## config.mk

```make
export PLATFORM = sky130hd
export DESIGN_NAME = muldiv_unit
export DESIGN_NICKNAME = d
export VERILOG_FILES = /design/src/rtl/muldiv_unit.sv
export SDC_FILE = /design/constraint.sdc
export NUM_CORES = 1
export LEC_CHECK = 0
export ABC_AREA = 1
export CAP_MARGIN = 20
export CORE_MARGIN = 2
export CORE_UTILIZATION = 32
export DETAILED_ROUTE_END_ITERATION = 6
export HOLD_SLACK_MARGIN = 0.08
export SLEW_MARGIN = 10
export SYNTH_ARGS = -nofsm -noshare
export SYNTH_HDL_FRONTEND = slang
export SYNTH_SLANG_ARGS = --single-unit
```

## constraint.sdc

```tcl
create_clock -name clk -period 5.4 [get_ports clk]
set_input_delay 1.08 -clock clk [delete_from_list [all_inputs] [get_ports clk]]
set_output_delay 1.08 -clock clk [all_outputs]
set_load 0.03 [all_outputs]
```

## src/rtl/muldiv_unit.sv

```systemverilog
// rtl/muldiv_unit.sv - iterative MULT/MULTU/DIV/DIVU/MTHI/MTLO unit owning HI/LO
module muldiv_unit #(
    parameter int WIDTH = 32
) (
    input  logic             clk,
    input  logic             reset_n,
    input  logic             start,
    input  logic [2:0]       op,
    input  logic [WIDTH-1:0] rs_val,
    input  logic [WIDTH-1:0] rt_val,
    output logic             busy,
    output logic             done,
    output logic [WIDTH-1:0] hi,
    output logic [WIDTH-1:0] lo
);

    localparam logic [2:0] OP_MULT  = 3'b000;
    localparam logic [2:0] OP_MULTU = 3'b001;
    localparam logic [2:0] OP_DIV   = 3'b010;
    localparam logic [2:0] OP_DIVU  = 3'b011;
    localparam logic [2:0] OP_MTHI  = 3'b100;
    localparam logic [2:0] OP_MTLO  = 3'b101;

    typedef enum logic [1:0] {S_IDLE, S_MUL, S_DIV, S_FIX} state_t;

    state_t             state;
    logic [5:0]         cnt;
    logic [WIDTH-1:0]   mag_a;      // multiplicand magnitude
    logic [WIDTH-1:0]   mag_b;      // multiplier / divisor magnitude
    logic [WIDTH-1:0]   raw_a;      // dividend as issued, returned in HI on divide by zero
    logic [WIDTH-1:0]   rem;
    logic [WIDTH-1:0]   quo;        // holds the dividend magnitude, shifted out as quotient bits come in
    logic [2*WIDTH-1:0] acc;        // product accumulator; low half starts as the multiplier
    logic               neg_res;    // negate product / quotient
    logic               neg_rem;    // negate remainder
    logic               is_div;
    logic               div_zero;

    logic               signed_op;
    logic               a_neg;
    logic               b_neg;
    logic [WIDTH-1:0]   a_mag;
    logic [WIDTH-1:0]   b_mag;
    logic [WIDTH:0]     mul_sum;
    logic [WIDTH:0]     div_trial;
    logic               div_ge;
    logic [WIDTH-1:0]   div_diff;
    logic [2*WIDTH-1:0] prod_fix;
    logic [WIDTH-1:0]   quo_fix;
    logic [WIDTH-1:0]   rem_fix;

    // Operand magnitudes, one shift-add / restoring-divide step, and final sign fix-up.
    // A magnitude of 2^31 is representable as an unsigned WIDTH-bit value, so no extra bit is needed.
    always_comb begin
        signed_op = ~op[0];
        a_neg     = signed_op & rs_val[WIDTH-1];
        b_neg     = signed_op & rt_val[WIDTH-1];
        a_mag     = a_neg ? ({WIDTH{1'b0}} - rs_val) : rs_val;
        b_mag     = b_neg ? ({WIDTH{1'b0}} - rt_val) : rt_val;
        mul_sum   = {1'b0, acc[2*WIDTH-1:WIDTH]} + (acc[0] ? {1'b0, mag_a} : {(WIDTH+1){1'b0}});
        div_trial = {rem, quo[WIDTH-1]};
        div_ge    = div_trial >= {1'b0, mag_b};
        div_diff  = div_trial[WIDTH-1:0] - mag_b;
        prod_fix  = neg_res ? ({(2*WIDTH){1'b0}} - acc) : acc;
        quo_fix   = neg_res ? ({WIDTH{1'b0}} - quo) : quo;
        rem_fix   = neg_rem ? ({WIDTH{1'b0}} - rem) : rem;
    end

    // Control FSM and datapath; HI/LO change only on MTHI/MTLO or in FIX.
    always_ff @(posedge clk or negedge reset_n) begin
        if (!reset_n) begin
            state    <= S_IDLE;
            cnt      <= 6'd0;
            mag_a    <= '0;
            mag_b    <= '0;
            raw_a    <= '0;
            rem      <= '0;
            quo      <= '0;
            acc      <= '0;
            neg_res  <= 1'b0;
            neg_rem  <= 1'b0;
            is_div   <= 1'b0;
            div_zero <= 1'b0;
            busy     <= 1'b0;
            done     <= 1'b0;
            hi       <= '0;
            lo       <= '0;
        end else begin
            done <= 1'b0;
            case (state)
                S_IDLE: begin
                    if (start) begin
                        case (op)
                            OP_MULT, OP_MULTU, OP_DIV, OP_DIVU: begin
                                mag_a    <= a_mag;
                                mag_b    <= b_mag;
                                raw_a    <= rs_val;
                                acc      <= {{WIDTH{1'b0}}, b_mag};
                                rem      <= '0;
                                quo      <= a_mag;
                                neg_res  <= a_neg ^ b_neg;
                                neg_rem  <= a_neg;
                                is_div   <= op[1];
                                div_zero <= (rt_val == '0);
                                cnt      <= 6'd0;
                                busy     <= 1'b1;
                                state    <= op[1] ? S_DIV : S_MUL;
                            end
                            OP_MTHI: begin
                                hi   <= rs_val;
                                done <= 1'b1;
                            end
                            OP_MTLO: begin
                                lo   <= rs_val;
                                done <= 1'b1;
                            end
                            default: ;
                        endcase
                    end
                end
                S_MUL: begin
                    acc <= {mul_sum, acc[WIDTH-1:1]};
                    cnt <= cnt + 6'd1;
                    if (cnt == 6'd31) state <= S_FIX;
                end
                S_DIV: begin
                    quo <= {quo[WIDTH-2:0], div_ge};
                    rem <= div_ge ? div_diff : div_trial[WIDTH-1:0];
                    cnt <= cnt + 6'd1;
                    if (cnt == 6'd31) state <= S_FIX;
                end
                S_FIX: begin
                    if (!is_div) begin
                        hi <= prod_fix[2*WIDTH-1:WIDTH];
                        lo <= prod_fix[WIDTH-1:0];
                    end else if (div_zero) begin
                        hi <= raw_a;
                        lo <= {WIDTH{1'b1}};
                    end else begin
                        hi <= rem_fix;
                        lo <= quo_fix;
                    end
                    busy  <= 1'b0;
                    done  <= 1'b1;
                    state <= S_IDLE;
                end
                default: state <= S_IDLE;
            endcase
        end
    end

endmodule

```

Yosys cells after proc, flatten, opt, wreduce, memory -nomap -nowiden
Cells that the tools add are included.
{ "totals": {"ff_bits": 302, "elab_cells": 101} }
{ "op_classes": {"addsub": 8, "n_lt_le_gt_ge": 1, "eq_ne": 14, "muxes": 40, "bitwise": 4, "n_reduce_logical": 18} }
{ "op_table": {"columns": ["cell", "count"], "rows": [
  ["32-bit 2-to-1 mux", 18],
  ["32-bit one-hot mux with 2 select lines", 4],
  ["64-bit 2-to-1 mux", 3],
  ["64-bit one-hot mux with 2 select lines", 1],
  ["1-bit by 32-bit subtractor with 32-bit output (first input constant)", 4],
  ["1-bit by 64-bit subtractor with 64-bit output (first input constant)", 1],
  ["32-bit by 32-bit adder with 33-bit output", 1],
  ["33-bit by 32-bit >= comparator with 1-bit output", 1],
  ["32-bit zero test", 1],
  ["32-bit subtractor", 1],
  ["3-bit AND reduction", 8],
  ["6-bit 2-to-1 mux", 2],
  ["6-bit one-hot mux with 2 select lines", 1],
  ["2-bit 2-to-1 mux", 4],
  ["2-bit by 1-bit inequality test with 1-bit output (second input constant)", 4],
  ["2-bit nonzero test", 4],
  ["6-bit by 1-bit adder with 6-bit output (second input constant)", 1],
  ["3-bit by 2-bit == test with 1-bit output (second input constant)", 2],
  ["3-bit == test (second input constant)", 2],
  ["6-bit by 5-bit == test with 1-bit output (second input constant)", 1],
  ["2-bit one-hot mux with 3 select lines", 1],
  ["2-bit == test (second input constant)", 2],
  ["1-bit 2-to-1 mux", 4],
  ["1-bit one-hot mux with 2 select lines", 2],
  ["10 further kinds", 12]
]} }

Longest topological paths before layout
{ "depth": {"ltp_word": 6, "mapped_depth": 18, "depth_no_buf": 17} }

Least setup slack after synthesis
OpenSTA, ideal clock, no wires.
{ "synth_path": {"path_kind": "input-to-reg", "startpoint": "input port rs_val[1]", "endpoint": "register quo[14]", "setup_time_ns": 0.132, "t_arrival_ns": 2.425, "required_time_ns": 5.268, "setup_slack_ns": 2.844, "cell_stages": 10, "n_path_buf": 0, "cell_sequence": "inv_1 -> ha_1 -> nand3_1 -> nor2_1 -> nand4_1 -> o21ai_1 -> xor2_1 -> nand2_1 -> o211ai_1 -> o21ai_0"} }
{ "synth_via": {"elab_chain_len": 5} }
{ "synth_rtl": {"columns": ["item", "line_no", "source"], "rows": [
  ["start: declaration", "9", "input logic [WIDTH-1:0] rs_val,"],
  ["1-bit by 32-bit subtractor with 32-bit output", "58", "a_mag = a_neg ? ({WIDTH{1'b0}} - rs_val) : rs_val;"],
  ["32-bit 2-to-1 mux", "58", null],
  ["32-bit 2-to-1 mux", "93", "case (op)"],
  ["32-bit 2-to-1 mux", "92", "if (start) begin"],
  ["32-bit one-hot mux with 2 select lines", "90", "case (state)"],
  ["end signal: assignment", "100", "quo <= a_mag;"],
  ["end signal: assignment", "127", "quo <= {quo[WIDTH-2:0], div_ge};"],
  ["end: declaration", "32", "logic [WIDTH-1:0] quo;"]
]} }
No other way between the ends. The select of a mux whose other input is x is not followed.
A chain may end at the register's enable or synchronous reset.

Worst setup path after layout
{ "layout_path": {"startpoint": "input port rs_val[0]", "endpoint": "register quo[14]"} }
The elaborated chain is that of the path after synthesis.

==> impl_metrics.tcl <==
set metrics [dict create \
    status "finished, final reports clean" \
    core_um2 72710 \
    grt_overflow 0 \
    cts_hold_buf 0 \
    via_per_inst 5.518 \
    fin_crit_ns 3.683 \
    gp_congestion 1.013 \
    min-delay-start "mag_a[24]$_DFFE_PN0P_" \
    power.density_nw_per_um2 736.8 \
    place_inst 4677 \
    io_pins 136 \
    synth-seq-area-share_pct 32.21 \
    arrival_ns 4.10 \
    final_nets 3905 \
    multi_input_area_um2 13930 \
    cts_tree "done" \
    post-route-util_pct 37.09 \
    max_freq_mhz 271.5 \
    p_leak_nw 12.51 \
    cp.required_ns 5.81 \
    die_height_um 274.3 \
    insertion_delay_ns 0.58 \
    r2r-start "mag_b[28]$_DFFE_PN0P_" \
    path_buf_inv 2 \
    tns_ns 0 \
    endpoint_kind "flip-flop" \
    ys_ff_latch 301 \
    antenna_found_initial 3 \
    rsz0062_at_grt "false" \
    vdd_ir_drop_max_uv 322.5 \
    path_delay_family "simple AND/OR/NAND/NOR gates" \
    grt_max_degree 97 \
    syn_area_um2 23380 \
    synth_area_leader_cell "dfrtp_1" \
    fillers 7854 \
    maxSlewViolCount 0 \
    die_x_um 274.3 \
    post_cts_resized 0 \
    setup_viol 0 \
    yosysMostFrequentCell "nand2_1" \
    top_usage_layer "met2" \
    area_delta_synth_final_pct 15.32 \
    dr_total_vias 26180 \
    cp-startpoint "rs_val[0]" \
    grt_use_met2_pct 43.73 \
    min_path_type "reg -> reg" \
    crit_fanout 5 \
    stdcell_count 4745 \
    row_count 99 \
    root_buffer "clkbuf_16" \
    start_util_pct 32.16 \
    htreeDepth 2 \
    fin_skew_ns 0.04115 \
    seqCellArea_um2 7536 \
    synth_area_leaders "dfrtp_1 32%, nand2_1 15%, nor2_1 8.6%" \
    synth_common_cells "964 x nand2_1, 538 x nor2_1, 363 x inv_1, 336 x o21ai_0, 334 x nand3_1" \
    antennaDiodeCount 0 \
    ys_types 49 \
    hpwl_um 84640 \
    async_flop_share_pct 100.0 \
    worstPathCellList "clkdlybuf4s50_1 > inv_1 > ha_1 > nand3_1 > nor2_1 > nand4_1 > o21ai_1 > xor2_1 > nand2_1 > o211ai_1 > o21ai_0" \
    worst_pin_slew_ns 1.026 \
    drive_gt1_share_pct 4.015 \
    slew_headroom_pct 31.54 \
    avgSynthCellArea_um2 6.337 \
    grt_pass1_wl_um 158700 \
    drcViolationCount 0 \
    path_class "in -> reg" \
    gr-usage-all-layers_pct 28.23 \
    ys.flop_type "dfrtp_1" \
    fin_crit_sh_pct 68.20 \
    synthCells 3690 \
    port_buffers 135 \
    cts.sinks 301 \
    critPathSlowestCell "clkdlybuf4s50_1" \
    clk_pin_slew_ns 0.06 \
    maxCapViolCount 0 \
    start_kind "input pin" \
    grt_use_met3_pct 4.913 \
    slowest_delay_ns 0.51 \
    postCtsSetupBuffers 0 \
    ant_nets 0 \
    synth_top_area_share_pct 32.21 \
    dieArea_um2 75260 \
    wl_per_cell_um 22.72 \
    finalHoldViolCount 0 \
    grt_pass1_vias 24220 \
    use_met1_pct 37.49 \
    drtIter0Drc 3169 \
    synth-edff-count 0 \
    syn_nets 3837 \
    numCtsBuffers 38 \
    dr.pass1.iters 5 \
    cts.path.max_buffers 3 \
    yosys_warnings 0 \
    routed_wl_um 107800 \
]
==> layout by cell type (no fill, tap or decap), types with 20 or more instances in the layout <==
cell and instances:
buf_4 31, ha_1 74, inv_1 362, o22ai_1 22, a21oi_1 280, nand3_1 334, clkdlybuf4s50_1 134, nand2_1 964
clkbuf_16 38, nand4_1 40, dfrtp_1 300, o211ai_1 27, o21ai_0 336, xor2_1 62, nor2_1 536, xnor2_1 20
nor3_1 30
==> tightest hold or removal path: stages (launching register included) <==
cell and delay [ns]:
dfrtp_1 0.34, nand2_1 0.05, nand2_1 0.06
==> worst paths after layout <==
kind,depth (start not counted),end,slack [ns]
setup / recovery,11,quo[14]$_DFFE_PN0P_,1.72
hold reg to reg,2,mag_a[24]$_DFFE_PN0P_,0.48
max in group asynchronous,2,cnt[3]$_DFFE_PN0P_,3.60
hold / removal,2,mag_a[24]$_DFFE_PN0P_,0.48
min in group asynchronous,1,mag_b[9]$_DFFE_PN0P_,0.53
setup reg to reg,12,rem[29]$_DFFE_PN0P_,1.95
==> metrics by stage <==
stage	hold slack, ns	instance area [µm²]	worst slack [ns]	power (mW)
floorplan	0.4478	23380	2.844	12.27
global placement	0.4658	25690	1.218	16.86
detailed placement	0.4675	25690	1.261	16.87
CTS	0.4831	26970	1.876	19.61
global route	0.5101	26970	1.565	21.22
finish	0.4808	26970	1.717	19.87
==> cells by family (layout without fill, tap and decap cells) <==
group                      Yosys count  after routing  synth area share (%)
AOI/OAI and AO/OA                  754            754                 17.48
xor gates and xnor gates            82             82                 3.071
buffers and inverters              512            608                 8.390
adders and majority gates           77             77                 4.184
DFF                                301            301                 32.21
and+or+nand+nor                   1964           1964                 34.67
==> state kept, by name, indices dropped and copies added, names as in the netlist, 2 cells and up <==
signal	flops
acc	64
cnt	6
hi	32
lo	32
mag_a	32
mag_b	32
quo	32
raw_a	31
rem	32
state	2
==> per-layer routing <==
metal	share of wire [%]	vias up
met5	0.0083	-
met4	6.1	2
met3	8.6	264
met2	44	1254
met1	41	12430
li1	-	12240
==> where the power goes <==
part           leakage (nW)  internal, mW  total (mW)  switching [mW]
clock network         0.625          1.58        2.69            1.11
logic                  8.27          3.80        12.6            8.82
registers              3.62          3.36        4.56            1.20
==> final cells by class <==
cell class                      count  share of cell area (%)
Sequential cell                   301                   27.94
Clock buffer                       54                   4.120
Clock inverter                     14                  0.6217
Multi-Input combinational cell   2877                   51.65
Inverter                          372                   5.178
Timing Repair Buffer              168                   6.041
Tap cell                          959                   4.449
Note: power is estimated with default switching activity, not from simulation.
